[src/rtl/pcileech_tlps128_cfgspace_completer.sv]
// Config-request TLP completer: forwards CfgRd0/CfgWr0 to the shadow
// cfgspace and returns the matching Cpl/CplD on the 128-bit TX stream.

module pcileech_tlps128_cfgspace_completer #(
   parameter int TIMEOUT = 16
) (
   input  logic         clk,
   input  logic         rst,
   input  logic [15:0]  pcie_id,
   input  logic         in_valid,
   input  logic [127:0] in_data,
   output logic         in_ready,
   output logic         shadow_rx_rden,
   output logic         shadow_rx_wren,
   output logic [3:0]   shadow_rx_be,
   output logic [9:0]   shadow_rx_addr,
   output logic [31:0]  shadow_rx_data,
   output logic [7:0]   shadow_rx_tag,
   input  logic         shadow_tx_valid,
   input  logic         shadow_tx_tlprd,
   input  logic [7:0]   shadow_tx_tag,
   input  logic [31:0]  shadow_tx_data,
   output logic         out_valid,
   output logic [127:0] out_data,
   output logic [3:0]   out_keep,
   input  logic         out_ready,
   output logic [15:0]  stat_rd_cnt,
   output logic [15:0]  stat_wr_cnt,
   output logic [15:0]  stat_err_cnt
);

   typedef enum logic [1:0] {IDLE, REQ, WAIT, CPL} state_e;

   localparam logic [2:0] ST_SC    = 3'b000;
   localparam logic [2:0] ST_UR    = 3'b001;
   localparam logic [2:0] ST_CA    = 3'b100;
   localparam logic [7:0] TMO_LAST = 8'(TIMEOUT - 1);

   state_e         state_q;
   logic           in_ready_q;
   logic           rden_q;
   logic           wren_q;
   logic [3:0]     be_q;
   logic [9:0]     addr_q;
   logic [31:0]    wdata_q;
   logic [7:0]     tag_q;
   logic [15:0]    rid_q;
   logic           is_rd_q;
   logic [7:0]     tmo_q;
   logic           out_valid_q;
   logic [127:0]   out_data_q;
   logic [3:0]     out_keep_q;
   logic [15:0]    rd_cnt_q;
   logic [15:0]    wr_cnt_q;
   logic [15:0]    err_cnt_q;

   logic [1:0]     fmt;
   logic [4:0]     typ;
   logic [9:0]     len;
   logic           fmt_ok;
   logic           is_cfg;
   logic           is_req;
   logic           is_ur;
   logic           accept;
   logic           pending;
   logic           match;
   logic           stray;
   logic           timeout;
   logic [15:0]    err_inc_d;
   logic           unused_ok;

   assign fmt     = in_data[30:29];
   assign typ     = in_data[28:24];
   assign len     = in_data[9:0];
   assign fmt_ok  = (fmt == 2'b00) || (fmt == 2'b10);
   assign is_cfg  = fmt_ok && (typ == 5'b00100 || typ == 5'b00101);
   assign is_req  = fmt_ok && typ == 5'b00100 && len == 10'd1;
   assign is_ur   = is_cfg && !is_req;
   assign accept  = in_valid && in_ready_q && state_q == IDLE;

   // The write ack arrives in the same cycle as wren, so REQ also matches.
   assign pending = state_q == REQ || state_q == WAIT;
   assign match   = pending && shadow_tx_valid &&
                    shadow_tx_tag == tag_q &&
                    shadow_tx_tlprd == is_rd_q;
   assign stray   = shadow_tx_valid && !match;
   assign timeout = state_q == WAIT && !match && tmo_q == TMO_LAST;

   assign err_inc_d = {15'd0, (accept && !is_req) || timeout}
                    + {15'd0, stray};

   assign unused_ok = ^{in_data[31], in_data[23:10], in_data[39:36],
                        in_data[65:64], in_data[95:76]};

   function automatic logic [127:0] cpl_tlp(
      input logic        cpld,
      input logic [2:0]  st,
      input logic [15:0] cid,
      input logic [15:0] rid,
      input logic [7:0]  tag,
      input logic [31:0] d
   );
      logic [31:0] dw0;
      dw0 = {1'b0, cpld, 1'b0, 5'b01010, 14'd0, 9'd0, cpld};
      return {cpld ? d : 32'd0, rid, tag, 8'd0,
              cid, st, 1'b0, 12'd4, dw0};
   endfunction

   always_ff @(posedge clk) begin
      if (rst) begin
         state_q     <= IDLE;
         in_ready_q  <= 1'b0;
         rden_q      <= 1'b0;
         wren_q      <= 1'b0;
         be_q        <= 4'd0;
         addr_q      <= 10'd0;
         wdata_q     <= 32'd0;
         tag_q       <= 8'd0;
         rid_q       <= 16'd0;
         is_rd_q     <= 1'b0;
         tmo_q       <= 8'd0;
         out_valid_q <= 1'b0;
         out_data_q  <= 128'd0;
         out_keep_q  <= 4'd0;
         rd_cnt_q    <= 16'd0;
         wr_cnt_q    <= 16'd0;
         err_cnt_q   <= 16'd0;
      end else begin
         rden_q    <= 1'b0;
         wren_q    <= 1'b0;
         err_cnt_q <= err_cnt_q + err_inc_d;
         if (match && is_rd_q)
            rd_cnt_q <= rd_cnt_q + 16'd1;
         if (match && !is_rd_q)
            wr_cnt_q <= wr_cnt_q + 16'd1;
         unique case (state_q)
            IDLE: begin
               in_ready_q <= 1'b1;
               if (accept && (is_req || is_ur)) begin
                  in_ready_q <= 1'b0;
                  rid_q      <= in_data[63:48];
                  tag_q      <= in_data[47:40];
                  is_rd_q    <= fmt == 2'b00;
               end
               if (accept && is_req) begin
                  state_q <= REQ;
                  rden_q  <= fmt == 2'b00;
                  wren_q  <= fmt == 2'b10;
                  be_q    <= in_data[35:32];
                  addr_q  <= {in_data[75:72], in_data[71:66]};
                  wdata_q <= in_data[127:96];
               end else if (accept && is_ur) begin
                  state_q     <= CPL;
                  out_valid_q <= 1'b1;
                  out_keep_q  <= 4'b0111;
                  out_data_q  <= cpl_tlp(1'b0, ST_UR, pcie_id,
                                         in_data[63:48],
                                         in_data[47:40], 32'd0);
               end
            end
            REQ, WAIT: begin
               if (match) begin
                  state_q     <= CPL;
                  out_valid_q <= 1'b1;
                  out_keep_q  <= is_rd_q ? 4'b1111 : 4'b0111;
                  out_data_q  <= cpl_tlp(is_rd_q, ST_SC, pcie_id,
                                         rid_q, tag_q, shadow_tx_data);
               end else if (timeout) begin
                  state_q     <= CPL;
                  out_valid_q <= 1'b1;
                  out_keep_q  <= 4'b0111;
                  out_data_q  <= cpl_tlp(1'b0, ST_CA, pcie_id,
                                         rid_q, tag_q, 32'd0);
               end else begin
                  state_q <= WAIT;
                  tmo_q   <= (state_q == REQ) ? 8'd0 : tmo_q + 8'd1;
               end
            end
            CPL: begin
               if (out_ready) begin
                  state_q     <= IDLE;
                  out_valid_q <= 1'b0;
                  in_ready_q  <= 1'b1;
               end
            end
            default: state_q <= IDLE;
         endcase
      end
   end

   assign in_ready       = in_ready_q;
   assign shadow_rx_rden = rden_q;
   assign shadow_rx_wren = wren_q;
   assign shadow_rx_be   = be_q;
   assign shadow_rx_addr = addr_q;
   assign shadow_rx_data = wdata_q;
   assign shadow_rx_tag  = tag_q;
   assign out_valid      = out_valid_q;
   assign out_data       = out_data_q;
   assign out_keep       = out_keep_q;
   assign stat_rd_cnt    = rd_cnt_q;
   assign stat_wr_cnt    = wr_cnt_q;
   assign stat_err_cnt   = err_cnt_q;

endmodule

[config.mk]
export PLATFORM = sky130hd
export DESIGN_NAME = pcileech_tlps128_cfgspace_completer
export DESIGN_NICKNAME = d
export VERILOG_FILES = /design/src/rtl/pcileech_tlps128_cfgspace_completer.sv
export SDC_FILE = /design/constraint.sdc
export NUM_CORES = 1
export LEC_CHECK = 0
export ABC_CLOCK_PERIOD_IN_PS = 6700
export BUFFER_PORTS_ARGS = -buffer_cell sky130_fd_sc_hd__buf_2
export CORE_AREA = 3 3 165 167
export CTS_BUF_LIST = sky130_fd_sc_hd__clkbuf_16
export CTS_CLUSTER_DIAMETER = 50
export DETAILED_ROUTE_END_ITERATION = 8
export DIE_AREA = 0 0 168 170
export GPL_TIMING_DRIVEN = 0
export PLACE_DENSITY = 0.75
export SETUP_SLACK_MARGIN = 0.4
export SYNTH_ARGS = -nofsm -noshare
export SYNTH_HDL_FRONTEND = slang
export SYNTH_SLANG_ARGS = --single-unit
[constraint.sdc]
create_clock -name clk -period 6.7 [get_ports clk]
set_input_delay 0.67 -clock clk [delete_from_list [all_inputs] [get_ports clk]]
set_output_delay 0.67 -clock clk [all_outputs]
set_load 0.1 [all_outputs]
==> impl_metrics.csv, run 1 <==
group,metric,value,unit
worst_hold_path,hp-class,"in -> reg",
routing,avgRoutedWirePerCell,17.3,um
pwr,power_frac_clock,33.1,%
layout,final_layout_size_suffix_gt1_share,31.8,%
setup_path,cp.required,7.18,ns
timing,finalCriticalPeriod,4.38,ns
pwr,max-vdd-ir-drop,0.213,mV
routing,viasPerCell,5.06,
outcome,outcome,"completed",
worst_hold_path,min_to,"shadow_rx_rden",
worst_hold_path,min_path_cells,2,
pwr,p_per_area,341,mW/mm2
synthesis,synth_cell_type_count,54,
setup_path,r2r_slack,2.32,ns
floorplan,start_util,36.9,%
layout,design_area,0.0128,mm2
setup_path,critPathLaunchType,"flop",
timing,setup_slack,2.32,ns
timing,clock_skew,0.0332,ns
synthesis,syn_avg_cell_area,8.63,um2
floorplan,core_area,0.0259,mm2
routing,wl,32600,um
clock_tree,htreeDepth,1,
setup_path,worstReg2RegStart,"state_q[0]",
setup_path,crit_start,"state_q[0]",
synthesis,synth_top_area_share,43.8,%
clock_tree,cts_hold_buf,0,
timing,relSlewSlack,44.8,%
global_route,grt_pass1_wl,50100,um
timing,rsz0062_at_grt,"false",
global_route,antenna_found_initial,0,
timing,hold_viol,0,
global_route,gr-total-overflow,0,
timing,fmax,229,MHz
pwr,switching_power,0.00181,W
synthesis,async_reset_ff_share,0,%
routing,vias,9505,
placed_design,dp_hpwl,24900,um
placed_design,place_ws,2.17,ns
global_route,grt_max_degree,15,
synthesis,synthTopCellsByArea,"dfxtp_1 (44%), nand2_1 (8.8%), mux2i_1 (7.5%)",
global_route,grt_pass1_vias,9306,
pwr,sw_frac_of_total,41.5,%
timing,setup_tns,0,ns
synthesis,synth_area,0.00956,mm2
pwr,p_leak,5.89,nW
pwr,power_frac_comb,35.4,%
setup_path,r2r-end,"stat_err_cnt[14]",
clock_tree,cts_buffers,29,
clock_tree,clk_latency,0.55,ns
floorplan,num_io_pins,428,
routing,drc,0,
synthesis,ys_warn_count,0,
placed_design,placed_area,0.0118,mm2
clock_tree,cts_tree,"done",
floorplan,die_w,168,um
synthesis,synth_flop_cell,"dfxtp_1",
routing,drt_pass1_iterations,5,
pwr,power.internal,0.00255,W
routing,drt-initial-drc-count,569,
setup_path,endpoint_kind,"flop",
synthesis,synth-edff-count,0,
layout,fin_nets,1723,
placed_design,port_buffers,336,
clock_tree,cts_setup_buffers,0,
routing,ant_nets,0,
floorplan,die_y,170,um
layout,antenna_cells,0,
clock_tree,cts-root-buf,"clkbuf_16",
worst_hold_path,min-delay-start,"in_data[30]",
timing,setup_viol,0,
global_route,grt_util_all_layers,21.5,%
setup_path,cp_max_fo,10,
clock_tree,clk_path_buf_depth,3,
floorplan,rows,59,
synthesis,yosysTopAreaCell,"dfxtp_1",
timing,finalMaxSlewViolations,0,
setup_path,ff2ff_path_depth,17,
timing,worst_slew_pin_slew,0.828,ns
floorplan,dieArea,0.0286,mm2
placed_design,place_congestion,0.867,
pwr,p_seq_share,31.5,%
clock_tree,path_clk_slew,0.06,ns
job,maxCapViolations,0,
synthesis,synth_cells,1108,
synthesis,ys_seq_area_share,43.8,%
setup_path,critPathArrivalTime,4.85,ns
clock_tree,clock-sinks,209,
clock_tree,cts_resized,0,
synthesis,synth-seq-cells,209,
layout,synthToLayoutAreaGrowth,33.4,%
setup_path,worstSetupPathType,"reg -> reg",
timing,post-route-period-util,65.3,%
-- cells in the final DEF, fill, tap and decap left out, types with 24 or more instances in the layout --
master / instances
a21oi_1: 92
buf_2: 349
buf_4: 62
clkbuf_1: 63
clkbuf_16: 29
conb_1: 49
dfxtp_1: 209
mux2i_1: 72
nand2_1: 223
nand3_1: 29
nand4_1: 51
nor2_1: 41
o211a_1: 24
o211ai_1: 24
-- power groups by stage --
stage	clock (W)	sequential, W	combinational [W]
6_report	0.00144	0.00137	0.00154
5_1_grt	0.00153	0.00138	0.00161
4_1_cts	0.00146	0.00137	0.00154
3_5_place_dp	0	0.00140	0.00154
3_3_place_gp	0	0.00140	0.00152
2_1_floorplan	0	0.00188	0.000752
-- kinds of logic after synthesis --
group           Yosys count  synth area share [%]
simple gates            432                  21.4
flops                   209                  43.8
compound gates          190                  13.3
buf+inv                 158                  8.88
mux                      89                  9.54
xor+xnor                 19                  1.74
fa+ha+maj                10                  1.39
other cells               1                0.0392
-- sequential cells by signal, summed over array words and instances (netlist names), 2 cells and up --
signal          count
out_data           75
shadow_rx_data     32
rid_q              16
stat_err_cnt       16
stat_rd_cnt        16
stat_wr_cnt        16
shadow_rx_addr     10
shadow_rx_tag       8
tmo_q               8
shadow_rx_be        4
state_q             2
-- metrics by stage --
stage	cells	utilization (%)	hold WS [ns]	total power [W]
2_1_floorplan	1156	-	0.436	0.00264
3_3_place_gp	1827	45.7	0.435	0.00292
3_5_place_dp	1827	45.7	0.441	0.00294
4_1_cts	1880	49.2	0.339	0.00438
5_1_grt	1880	49.2	0.344	0.00452
6_report	1880	49.2	0.342	0.00435
-- final cells by class --
type / count / area (um2)
Tap cell: 335 / 419
Multi-Input combinational cell: 789 / 4710
Fill cell: 2495 / 13200
Clock inverter: 24 / 186
Buffer: 145 / 801
Timing Repair Buffer: 336 / 1680
Sequential cell: 209 / 4180
Inverter: 13 / 48.8
Clock buffer: 29 / 726
-- how the worst max path moves through the flow --
stage	endpoint	depth (start not counted)
5_1_grt	stat_err_cnt[14]	17
4_1_cts	stat_err_cnt[14]	17
3_5_place_dp	stat_err_cnt[14]	15
6_report	stat_err_cnt[14]	17
2_1_floorplan	stat_err_cnt[14]	14
3_3_place_gp	stat_err_cnt[14]	15
-- worst max-delay path, stage by stage, from the launching register on --
cell and delay (ns):
dfxtp_1 0.37, inv_1 0.10, ha_1 0.29, clkbuf_1 0.15, nand2_1 0.10, nor3_1 0.08
nand4_1 0.19, buf_2 0.27, clkbuf_1 0.48, clkbuf_1 0.49, a21oi_1 0.23, fa_1 0.44
inv_1 0.07, ha_1 0.22, and4_1 0.30, nand2_1 0.08, or3_1 0.30, a21oi_1 0.15
-- routing by layer --
metal | up-vias | GRT usage, % | routed length, um
met3 | 54 | 4.97 | 2410
met2 | 389 | 39.1 | 16200
met1 | 4444 | 25.6 | 13100
met5 | - | 0 | 0
li1 | 4618 | - | -
met4 | 0 | 5.62 | 834
-- synthesized netlist by cell type, drive strengths merged (2+ instances only) --
cell and n:
nand2 223, dfxtp 209, a21oi 92, buf 82, mux2i 72, clkbuf 63, nand4 51, nor2 41
nand3 29, o211a 24, o211ai 24, nor2b 19, mux2 17, inv 13, xor2 13, and3 12
o21ai 12, or3 11, nor4 10, o41ai 10, ha 9, nor3 9, o311ai 9, or2 8
and4 7, xnor2 6, a31o 3, nand2b 3, or4 3, a211oi 2, a31oi 2, nor4b 2
o21a 2, o31ai 2
No activity file was read; power rests on OpenSTA's default activity.
==> run 2, diff against run 1 <==
Settings changed: ABC_CLOCK_PERIOD_IN_PS 6700 to 4500, CORE_AREA 3 3 165 167 to 3 3 163 165, DIE_AREA 0 0 168 170 to 0 0 166 168, PLACE_DENSITY 0.75 to 0.76.
Clock period 6.7 ns to 4.5 ns, I/O delays scaled along.
==> impl_metrics.csv, run 2 (synthesis results as in run 1) <==
group,metric,value,unit
pwr,total_power,0.00642,W
timing,holdWs,0.119,ns
pwr,p_leak,5.88,nW
placed_design,place_ws,0.194,ns
routing,ant_nets,0,
pwr,power_frac_clock,32.7,%
global_route,grt_pass1_wl,49500,um
setup_path,path_delay_family,"simple AND/OR/NAND/NOR gates",
setup_path,cp_max_fo,10,
placed_design,port_buffers,336,
layout,fin_nets,1723,
floorplan,num_io_pins,428,
clock_tree,clk_path_buf_depth,3,
timing,hold_viol,0,
floorplan,dieArea,0.0279,mm2
clock_tree,cts-root-buf,"clkbuf_16",
layout,finish.utilization,50.6,%
timing,fmax,261,MHz
routing,drt-initial-drc-count,571,
setup_path,r2r_slack,0.67,ns
setup_path,critPathArrivalTime,4.22,ns
layout,final_common_cell,"buf_2",
global_route,grt_pass1_vias,9291,
clock_tree,htreeDepth,1,
timing,post-route-period-util,85.1,%
placed_design,dp_hpwl,24200,um
routing,drc,0,
floorplan,die_w,166,um
global_route,grt_max_degree,15,
timing,setup_viol,0,
layout,largest_reg_flops,75,
clock_tree,clk_latency,0.54,ns
layout,final_layout_size_suffix_gt1_share,32.0,%
timing,rsz0062_at_grt,"false",
clock_tree,clock-sinks,209,
pwr,sw_frac_of_total,41.2,%
timing,finalMaxSlewViolations,0,
clock_tree,path_clk_slew,0.05,ns
timing,clock_skew,0.0170,ns
setup_path,crit_buf_inv,5,
pwr,power_frac_comb,35.5,%
global_route,antenna_found_initial,7,
clock_tree,cts_tree,"done",
placed_design,place_congestion,0.872,
routing,viasPerCell,5.07,
routing,drt_pass1_iterations,5,
setup_path,critPathLaunchType,"flop",
layout,final_cell_mix,"buf_2 (350), nand2_1 (223), dfxtp_1 (209)",
timing,setup_slack,0.672,ns
timing,finalCriticalPeriod,3.83,ns
setup_path,worstSetupPathType,"reg -> reg",
pwr,max-vdd-ir-drop,0.326,mV
floorplan,core_area,0.0252,mm2
job,maxCapViolations,0,
worst_hold_path,hp-class,"in -> reg",
routing,avgRoutedWirePerCell,16.9,um
setup_path,cp.required,4.90,ns
routing,wl,31700,um
routing,vias,9504,
floorplan,start_util,38.0,%
pwr,p_seq_share,31.8,%
floorplan,rows,58,
global_route,gr-total-overflow,0,
pwr,switching_power,0.00265,W
timing,worst_slew_pin_slew,0.809,ns
clock_tree,cts_buffers,29,
pwr,p_per_area,504,mW/mm2
setup_path,crit_slowest_cell,"fa_1",
global_route,grt_util_all_layers,21.4,%
setup_path,path_common_cell,"buf_2",
setup_path,cpPeakStageDelay,0.41,ns
timing,setup_tns,0,ns
setup_path,crit_chain,"inv_1, ha_1, clkbuf_1, nand2_1, nor3_2, nand4_1, buf_2, buf_2, clkbuf_4, a21oi_2, fa_1, and3b_1, nand3_1, nor3_1, xnor2_1, nor2_1",
outcome,outcome,"completed",
clock_tree,cts_setup_buffers,0,
layout,synthToLayoutAreaGrowth,33.2,%
floorplan,die_y,168,um
pwr,power.internal,0.00377,W
setup_path,endpoint_kind,"flop",
timing,relSlewSlack,46.1,%
==> run 2: per-layer routing <==
layer	share of wire [%]	global-route usage [%]	up-vias
li1	-	-	4604
met1	40	25.3	4416
met2	48	37.7	408
met3	8.7	5.92	66
met4	2.7	6.73	10
met5	0.20	0	-
==> run 2: through the flow <==
stage | cell area (um2) | instances
floorplan | 9740 | 1156
global placement | 11800 | 1822
detailed placement | 11800 | 1822
CTS | 12700 | 1873
global route | 12700 | 1875
finish | 12700 | 1875
==> run 2: layout make-up <==
type	count	area, um2
antenna	2	5.00
buffer	145	806
clock buffer	29	726
clock inverter	22	160
fill	2416	12400
inverter	13	48.8
multi-input combinational	789	4720
sequential	209	4180
tap	330	413
timing repair buffer	336	1680
==> run 2: worst register-to-register path, stage by stage (launching register included) <==
cell      delay (ns)
dfxtp_1         0.39
inv_1           0.10
ha_1            0.29
clkbuf_1        0.14
nand2_1         0.11
nor3_2          0.06
nand4_1         0.20
buf_2           0.27
buf_2           0.28
clkbuf_4        0.27
a21oi_2         0.10
fa_1            0.41
and3b_1         0.33
nand3_1         0.24
nor3_1          0.30
xnor2_1         0.15
nor2_1          0.05
==> run 2: what timing repair did <==
| item | in CTS | in global routing |
|---|---|---|
| pin swaps | 0 | 1 |
| setup endpoints to repair | 7 | 8 |
| hold buffers | 0 | 0 |
| gates resized for setup | 2 | 5 |
==> run 2: final timing paths <==
check	depth (start not counted)	start	end
hold / removal	2	in_data[30]	shadow_rx_rden
setup reg to reg	16	state_q[0]	stat_err_cnt[15]
setup / recovery	16	state_q[0]	stat_err_cnt[15]
hold reg to reg	2	shadow_rx_data[23]	shadow_rx_data[23]
==> run 2: power groups by stage <==
stage / combinational, W / clock, W / sequential, W
floorplan: 0.00112 / 0 / 0.00280
detailed placement: 0.00228 / 0 / 0.00208
CTS: 0.00228 / 0.00215 / 0.00204
global route: 0.00240 / 0.00223 / 0.00206
global placement: 0.00226 / 0 / 0.00208
finish: 0.00228 / 0.00210 / 0.00204
